**src/rtl/jump_ctrl_ras.sv**
```systemverilog
// jump_ctrl_ras: registered jump/branch resolution with return-address stack and flush generation
module jump_ctrl_ras #(
  parameter int WIDTH = 16,
  parameter int DEPTH = 4,
  parameter int FLUSH_CYCLES = 2
) (
  input  logic                     clk,
  input  logic                     rst,
  input  logic                     valid_in,
  input  logic                     stall,
  input  logic [4:0]               opcode,
  input  logic [WIDTH-1:0]         pc,
  input  logic [10:0]              disp11,
  input  logic [7:0]               imm8,
  input  logic [WIDTH-1:0]         rs_val,
  input  logic                     rs_is_r7,
  output logic                     out_valid,
  output logic                     take,
  output logic [WIDTH-1:0]         target,
  output logic                     link_en,
  output logic [WIDTH-1:0]         link_addr,
  output logic                     ras_hit,
  output logic                     ras_mispredict,
  output logic                     flush,
  output logic [$clog2(DEPTH):0]   ras_count,
  output logic                     ras_overflow
);
  localparam int AW = $clog2(DEPTH);
  localparam int CW = AW + 1;
  localparam int FW = $clog2(FLUSH_CYCLES + 1);
  logic [WIDTH-1:0] mem [DEPTH];
  logic [AW-1:0] sp;
  logic [FW-1:0] fcnt;
  logic [WIDTH-1:0] pc2, sext8, sext11, target_c, top;
  logic acc, jmp, br, link, br_take, take_c, push, pop, empty, full, match;
  assign flush   = fcnt != '0;
  assign acc     = valid_in & ~stall & ~flush;
  assign pc2     = pc + WIDTH'(2);
  assign sext8   = {{(WIDTH-8){imm8[7]}}, imm8};
  assign sext11  = {{(WIDTH-11){disp11[10]}}, disp11};
  assign jmp     = opcode[4:2] == 3'b001;
  assign br      = opcode[4:2] == 3'b011;
  assign link    = jmp & opcode[1];
  // opcode[1:0] selects EQZ / NEZ / LTZ / GEZ within the branch group
  assign br_take = opcode[1] ? (rs_val[WIDTH-1] ^ opcode[0]) : ((rs_val == '0) ^ opcode[0]);
  assign take_c  = jmp | (br & br_take);
  assign target_c = jmp ? (opcode[0] ? rs_val + sext8 : pc2 + sext11) : br ? pc2 + sext8 : pc2;
  assign push    = acc & link;
  assign pop     = acc & jmp & opcode[0] & ~opcode[1] & rs_is_r7;
  assign top     = mem[sp - AW'(1)];
  assign empty   = ras_count == '0;
  assign full    = ras_count == CW'(DEPTH);
  assign match   = ~empty & (top == target_c);
  // the stack write pointer wraps, so a push while full lands on the oldest entry
  always_ff @(posedge clk)
    if (push) mem[sp] <= pc2;
  always_ff @(posedge clk or negedge rst)
    if (!rst) begin
      out_valid      <= 1'b0;
      take           <= 1'b0;
      target         <= '0;
      link_en        <= 1'b0;
      link_addr      <= '0;
      ras_hit        <= 1'b0;
      ras_mispredict <= 1'b0;
      ras_count      <= '0;
      ras_overflow   <= 1'b0;
      sp             <= '0;
      fcnt           <= '0;
    end else if (!stall) begin
      out_valid      <= acc;
      take           <= acc & take_c;
      link_en        <= acc & link;
      ras_hit        <= pop & match;
      ras_mispredict <= pop & ~match;
      if (acc) begin
        target    <= target_c;
        link_addr <= pc2;
      end
      if (push) begin
        sp <= sp + AW'(1);
        if (full) ras_overflow <= 1'b1;
        else ras_count <= ras_count + CW'(1);
      end else if (pop && !empty) begin
        sp        <= sp - AW'(1);
        ras_count <= ras_count - CW'(1);
      end
      fcnt <= (acc & take_c) ? FW'(FLUSH_CYCLES) : flush ? fcnt - FW'(1) : fcnt;
    end
endmodule

```
**config.mk**
```make
export PLATFORM = sky130hd
export DESIGN_NAME = jump_ctrl_ras
export DESIGN_NICKNAME = d
export VERILOG_FILES = /design/src/rtl/jump_ctrl_ras.sv
export SDC_FILE = /design/constraint.sdc
export NUM_CORES = 1
export LEC_CHECK = 0
export CAP_MARGIN = 15
export CORE_MARGIN = 2
export CORE_UTILIZATION = 51
export DETAILED_ROUTE_END_ITERATION = 10
export PLACE_DENSITY = 0.78
export SLEW_MARGIN = 20
export SYNTH_ARGS = -nofsm -noshare
export SYNTH_HDL_FRONTEND = slang
export SYNTH_SLANG_ARGS = --single-unit
```
**constraint.sdc**
```tcl
create_clock -name clk -period 3.4 [get_ports clk]
set_clock_uncertainty 0.15 [all_clocks]
set_input_delay 0.51 -clock clk [delete_from_list [all_inputs] [get_ports clk]]
set_output_delay 0.51 -clock clk [all_outputs]
set_load 0.02 [all_outputs]
```
==> flow_summary_export.csv, run 1 <==
group,metric,value,unit
status,run_status,"complete, but fails checks",
status,violations,"setup timing",
pwr,pwr-share-comb,0.508,
clock_tree,cts_htree_levels,3,
routing,remaining_antenna_violation_count_after_routing,0,
layout,antenna_cells_inserted,0,
global_routing,grt_pass1_vias,7744,
logic_synthesis,postSynthCellCount,774,
floorplanning,io_count,103,
timing,hold_viol,0,
logic_synthesis,cell_variety_after_synth,76,
critical_path,r2r_setup_slack,0.13,ns
critical_path,crit_path_max_incr_delay,0.54,ns
routing,post-route-drc-count,0,
layout,register_area,3050,um2
routing,route.final.wire_length,27400,um
logic_synthesis,async_flop_share,0.413,
place,placement.cell_area,10500,um2
clock_tree,cts_made_buffers,9,
layout,fin_util,0.808,
logic_synthesis,synth_enable_flop_cells,64,
logic_synthesis,yosysWarnings,0,
pwr,pwr-share-clk,0.172,
min_path,class_of_the_tightest_hold_or_removal_check,"in2async",
clock_tree,clkTransAtPathRegs,0.07,ns
place,place.detailed.instances,1256,
clock_tree,cts_tree,"built",
critical_path,timing.rr.start,"sp[0]$_DFFE_PN0P_",
timing,timing.final.ws_setup,-0.416,ns
logic_synthesis,synth.area.top_cells,"edfxtp_1 (25%), dfrtp_1 (15%), ha_1 (9.6%), nand2_1 (5.5%), mux4_2 (4.4%)",
place,dpl_worst_slack,-1.49,ns
routing,wl_per_cell,21.1,um
timing,fmax,262,MHz
logic_synthesis,synth_flop_cell,"edfxtp_1",
critical_path,cp_max_fo,2,
pwr,power.switching,2.07,mW
critical_path,crit_start,"rs_val[0]",
critical_path,rr_worst_depth,11,
routing,routed_via_density,6.17,
place,port_buffers,102,
floorplanning,rows,44,
routing,first_pass_iteration_count_of_the_detailed_router,5,
layout,final_layout_size_suffix_gt1_frac,0.364,
layout,most-common-layout-cells,"buf_4 (232), nand2_1 (108), clkdlybuf4s50_1 (84)",
floorplanning,core-area,14500,um2
layout,layout.filler_cells,857,
global_routing,grt_pass1_wl,41500,um
global_routing,gr-usage-all-layers,0.335,
critical_path,critPathTopFamily,"compound AO/OA/AOI/OAI gates",
pwr,internal_power,3.47,mW
floorplanning,die_height,126,um
global_routing,grt-ovfl-total,0,
timing,fin_crit,3.82,ns
logic_synthesis,synth_fp_nets,897,
floorplanning,floorplan.die_area,15900,um2
clock_tree,clock_sinks,109,
timing,slew_headroom,0.588,
pwr,power.density_cell_area,473,nW/um2
floorplanning,initial_utilization,0.523,
place,detailed_place_hpwl,19400,um
flow_run,drv_cap,0,
place,final_weighted_congestion_in_routability_driven_placement,0.957,
critical_path,crit_type,"in2reg",
routing,dr.first_iter.drc_count,760,
timing,totalNegativeSetupSlack,-0.791,ns
clock_tree,clock-root-buffer,"clkbuf_16",
clock_tree,clock_path_buffers,2,
logic_synthesis,yosysTopAreaCell,"edfxtp_1",
timing,finalHoldWorstSlack,0.0232,ns
critical_path,critical_path_required,3.51,ns
timing,slew_violations,0,
timing,setup_viol_count_final,2,
logic_synthesis,ys_seq_elements,109,
global_routing,grt_start_max_net_pins,46,
layout,mostFrequentLayoutCell,"buf_4",
timing,period_utilization,1.12,
pwr,share_seq_of_total_power,0.320,
critical_path,worstReg2RegEnd,"ras_hit$_DFFE_PN0N_",
pwr,power,5.55,mW
logic_synthesis,synthesis.area_per_instance,9.82,um2
routing,vias,8027,
clock_tree,clk_latency,0.35,ns
layout,final_design_area_no_fill,11700,um2
timing,worstMarginPinSlew,0.611,ns
critical_path,timing.critical_path.from_type,"primary input",
critical_path,crit_path_buf_inv_count,2,
pwr,fraction_of_power_spent_switching_nets,0.374,
logic_synthesis,post_synth_instance_area,7600,um2
pwr,p_leak,4.93,nW
layout,finalNetCount,1236,
critical_path,crit_path_cell_trace,"clkdlybuf4s50_1 -> ha_2 -> fa_2 -> buf_4 -> xor2_1 -> nor2_1 -> o311ai_0 -> nand3_1 -> a21oi_1 -> o221ai_2 -> a211oi_2 -> nand4_1 -> or4_1 -> o21ai_1",
floorplanning,die_width,126,um
layout,finalNonFillerCells,1302,
critical_path,critPathCaptureType,"flop",
layout,layout-area-overhead-vs-synth,54.5,%
timing,grt_setup_unrepaired,"yes",
critical_path,critPathArrivalTime,3.93,ns
global_routing,grt_antenna_before_repair,0,
layout,multi_input_comb_area,5100,um2
logic_synthesis,proportion_of_synthesized_chip_area_in_sequential_cells,0.401,
pwr,max-vdd-ir-drop,0.250,mV
logic_synthesis,synth_largest_type_area_fraction,0.253,
critical_path,cpMaxStageDelayCell,"o311ai_0",
-- cells by family after synthesis --
family | count (synthesis) | share of synthesized area
and+or+nand+nor | 291 | 0.192
AOI/OAI and AO/OA | 205 | 0.180
DFF | 109 | 0.401
adders and majority gates | 62 | 0.106
buffers and inverters | 48 | 0.0244
xor gates and xnor gates | 39 | 0.0450
muxes | 20 | 0.0515
-- cells in the mapped netlist (6+ instances only) --
master and number:
and3_1 13, o21ai_0 47, o211ai_1 7, clkbuf_1 16
inv_1 27, nor4_1 9, a211oi_1 9, a31oi_1 10
nand2b_1 14, or3_1 11, nand4_1 13, and2_1 13
nand2_1 112, nor2_1 40, nand3_1 23, nor3_1 10
o21a_1 6, ha_1 58, a21oi_1 55, xnor2_1 21
edfxtp_1 64, dfrtp_1 45, mux4_2 15, a21o_1 11
nor2b_1 8, xor2_1 18
-- worst reg2reg max path, stage by stage, from the launching register on --
cell,delay [ns]
dfrtp_1,0.37
inv_1,0.12
ha_1,0.36
buf_4,0.28
mux4_2,0.38
a21o_1,0.17
a21oi_1,0.23
o221ai_2,0.14
a211oi_2,0.25
nand4_1,0.18
or4_1,0.43
o21ai_1,0.13
-- how the worst max path moves through the flow --
stage / to / slack [ns] / depth (start not counted)
floorplan: ras_hit$_DFFE_PN0N_ / -0.39 / 15
global placement: ras_hit$_DFFE_PN0N_ / -1.43 / 16
detailed placement: ras_hit$_DFFE_PN0N_ / -1.49 / 16
CTS: ras_hit$_DFFE_PN0N_ / -0.35 / 16
global route: ras_hit$_DFFE_PN0N_ / -0.53 / 15
finish: ras_hit$_DFFE_PN0N_ / -0.42 / 14
-- power by group through the flow --
stage	Combinational [mW]	Sequential (mW)	Clock, mW
after floorplan	1.11	2.00	0
after global placement	2.44	1.77	0
after detailed placement	2.50	1.78	0
after CTS	2.64	1.77	0.956
after global routing	3.01	1.79	1.01
final	2.82	1.77	0.955
-- sequential cells by signal, indices dropped and copies added (netlist names), 2 cells and up --
register and flops:
mem 64, sp 2, target 16, link_addr 16
ras_count 3, fcnt 2
-- final cells by class --
| type | count | share of cell area |
|---|---|---|
| Multi-Input combinational cell | 617 | 0.435 |
| Sequential cell | 109 | 0.260 |
| Timing Repair Buffer | 348 | 0.254 |
| Tap cell | 184 | 0.0196 |
| Clock buffer | 10 | 0.0195 |
| Inverter | 28 | 0.00895 |
| Clock inverter | 6 | 0.00330 |
-- repair_timing --
action                     4_1_cts  5_1_grt
setup buffers                   24        8
resized for setup              111       74
setup endpoints to repair       13        5
hold buffers                     0        0
pin swaps                       50       40
-- routing by layer --
layer | routed length (um) | part of all wire | vias to the layer above | GRT usage
met4 | 1190 | 0.043 | 0 | 0.130
li1 | - | - | 3594 | -
met5 | 0 | 0 | - | 0
met3 | 2040 | 0.074 | 102 | 0.0314
met1 | 10800 | 0.39 | 3875 | 0.450
met2 | 13400 | 0.49 | 456 | 0.566
(Power assumes the default switching activity.)
==> run 2, diff against run 1 <==
- CAP_MARGIN: 15 -> not set
==> results of run 2 <==
Final layout, timing and power as in run 1 (identical DEF).
==> run 3, diff against run 2 <==
- CORE_UTILIZATION: 51 -> 38
- PLACE_DENSITY: 0.78 -> not set
==> flow_summary_export.csv, run 3 (synthesis gave the netlist of run 1 again) <==
group,metric,value,unit
status,run_status,"complete, but fails checks",
status,violations,"setup timing",
global_routing,grt_pass1_vias,7561,
layout,reg.largest.list,"mem: 64 flops, link_addr: 16 flops, target: 16 flops",
timing,slew_headroom,0.554,
routing,route.final.wire_length,25800,um
pwr,power.density_cell_area,463,nW/um2
pwr,max-vdd-ir-drop,0.258,mV
clock_tree,clkTransAtPathRegs,0.07,ns
layout,fin_util,0.608,
clock_tree,cts_hold_buffers,0,
pwr,pwr-share-clk,0.182,
place,detailed_place_hpwl,20300,um
floorplanning,die_width,145,um
flow_run,drv_cap,0,
pwr,p_leak,4.97,nW
layout,most-common-layout-cells,"buf_4 (257), nand2_1 (107), clkdlybuf4s50_1 (84)",
place,place.detailed.instances,1362,
timing,totalNegativeSetupSlack,-0.631,ns
place,port_buffers,102,
global_routing,grt_start_max_net_pins,44,
timing,finalHoldWorstSlack,0.0406,ns
routing,routed_via_density,5.38,
timing,timing.final.ws_setup,-0.356,ns
timing,worstMarginPinSlew,0.670,ns
critical_path,crit_type,"in2reg",
clock_tree,clock_sinks,109,
global_routing,gr-usage-all-layers,0.240,
timing,hold_viol,0,
floorplanning,initial_utilization,0.389,
routing,remaining_antenna_violation_count_after_routing,0,
routing,dr.first_iter.drc_count,540,
floorplanning,rows,51,
pwr,pwr-share-comb,0.500,
critical_path,cp_max_fo,5,
place,placement.cell_area,10800,um2
critical_path,critPathCaptureType,"flop",
timing,grt_setup_unrepaired,"yes",
layout,largest_register_ffs,64,
layout,final_layout_size_suffix_gt1_frac,0.368,
clock_tree,cts_tree,"built",
pwr,fraction_of_power_spent_switching_nets,0.365,
timing,fmax,266,MHz
layout,finalNonFillerCells,1405,
layout,mostFrequentLayoutCell,"buf_4",
critical_path,timing.critical_path.from_type,"primary input",
global_routing,grt-ovfl-total,0,
global_routing,grt_antenna_before_repair,0,
timing,fin_crit,3.76,ns
floorplanning,die_height,145,um
critical_path,critical_path_required,3.53,ns
clock_tree,clock-root-buffer,"clkbuf_16",
layout,final_design_area_no_fill,11900,um2
layout,layout-area-overhead-vs-synth,56.3,%
min_path,class_of_the_tightest_hold_or_removal_check,"in2async",
timing,setup_viol_count_final,3,
floorplanning,io_count,103,
clock_tree,clock_path_buffers,2,
place,final_weighted_congestion_in_routability_driven_placement,0.999,
layout,finalNetCount,1258,
pwr,power,5.50,mW
place,dpl_worst_slack,-1.53,ns
clock_tree,clk_latency,0.35,ns
critical_path,critPathArrivalTime,3.89,ns
timing,slew_violations,0,
routing,post-route-drc-count,0,
routing,wl_per_cell,18.3,um
layout,antenna_cells_inserted,0,
floorplanning,core-area,19500,um2
clock_tree,cts_htree_levels,3,
routing,first_pass_iteration_count_of_the_detailed_router,5,
global_routing,grt_pass1_wl,40000,um
pwr,power.switching,2.01,mW
clock_tree,cts_made_buffers,9,
pwr,internal_power,3.49,mW
floorplanning,floorplan.die_area,21100,um2
routing,vias,7562,
pwr,share_seq_of_total_power,0.318,
layout,regMostFlops,"mem",
timing,period_utilization,1.10,
==> run 3: cell types whose count changed in the layout (fill, tap and decap cells not counted), moves of 3 or more <==
cell / delta
o21ai_1: +6
xnor2_2: -3
xor2_1: +3
xor2_2: -3
buf_2: +3
o21ai_2: -4
buf_4: +25
xnor2_1: +3
==> run 3: power by group through the flow <==
stage	Combinational (mW)	Clock [mW]	Sequential (mW)
final	2.75	1.00	1.75
after floorplan	1.11	0	2.00
after global routing	2.96	1.06	1.78
after global placement	2.49	0	1.77
after CTS	2.64	1.01	1.75
after detailed placement	2.52	0	1.78
==> run 3: per-layer routing <==
layer	vias to the layer above	GRT usage	share of wire
met4	0	0.0858	0.034
li1	3633	-	-
met2	231	0.406	0.47
met3	51	0.0182	0.044
met1	3647	0.326	0.45
met5	-	0	0
==> run 3: layout make-up <==
| class | count | area [um2] |
|---|---|---|
| inverters | 28 | 108 |
| flip-flops and latches | 109 | 3050 |
| well taps | 265 | 332 |
| fillers | 1676 | 7650 |
| multi-input cells | 617 | 5020 |
| clock inverters | 7 | 57.6 |
| clock buffers | 9 | 225 |
| repair buffers | 370 | 3090 |
==> run 3: final timing paths <==
path	cells after the start	end	slack (ns)	start
min reg2reg	1	ras_overflow$_DFFE_PN0P_	0.32	ras_overflow$_DFFE_PN0P_
min in group clk	1	ras_overflow$_DFFE_PN0P_	0.32	ras_overflow$_DFFE_PN0P_
min	1	target[1]$_DFFE_PN0P_	0.04	rst
max in group asynchronous	2	link_addr[12]$_DFFE_PN0P_	2.41	rst
max reg2reg	12	ras_hit$_DFFE_PN0N_	0.42	sp[0]$_DFFE_PN0P_
max	17	ras_hit$_DFFE_PN0N_	-0.36	pc[1]
==> run 3: critical path: stages <==
cell,delay (ns)
buf_12,0.10
and2_4,0.15
nand4_1,0.18
xnor2_4,0.23
ha_4,0.32
buf_6,0.10
nand2_2,0.05
a2111o_1,0.51
buf_4,0.18
a21oi_1,0.12
nor2b_1,0.08
mux2_2,0.29
a31oi_4,0.19
xnor2_1,0.16
nand2_2,0.10
or4_1,0.48
o21ai_1,0.12
==> run 3: timing repair <==
item / in CTS / in global routing
endpoints found under the setup margin: 10 / 6
endpoints found under the hold margin: 0 / 0
setup buffers: 17 / 11
pin swaps: 52 / 31
resized for setup: 125 / 51
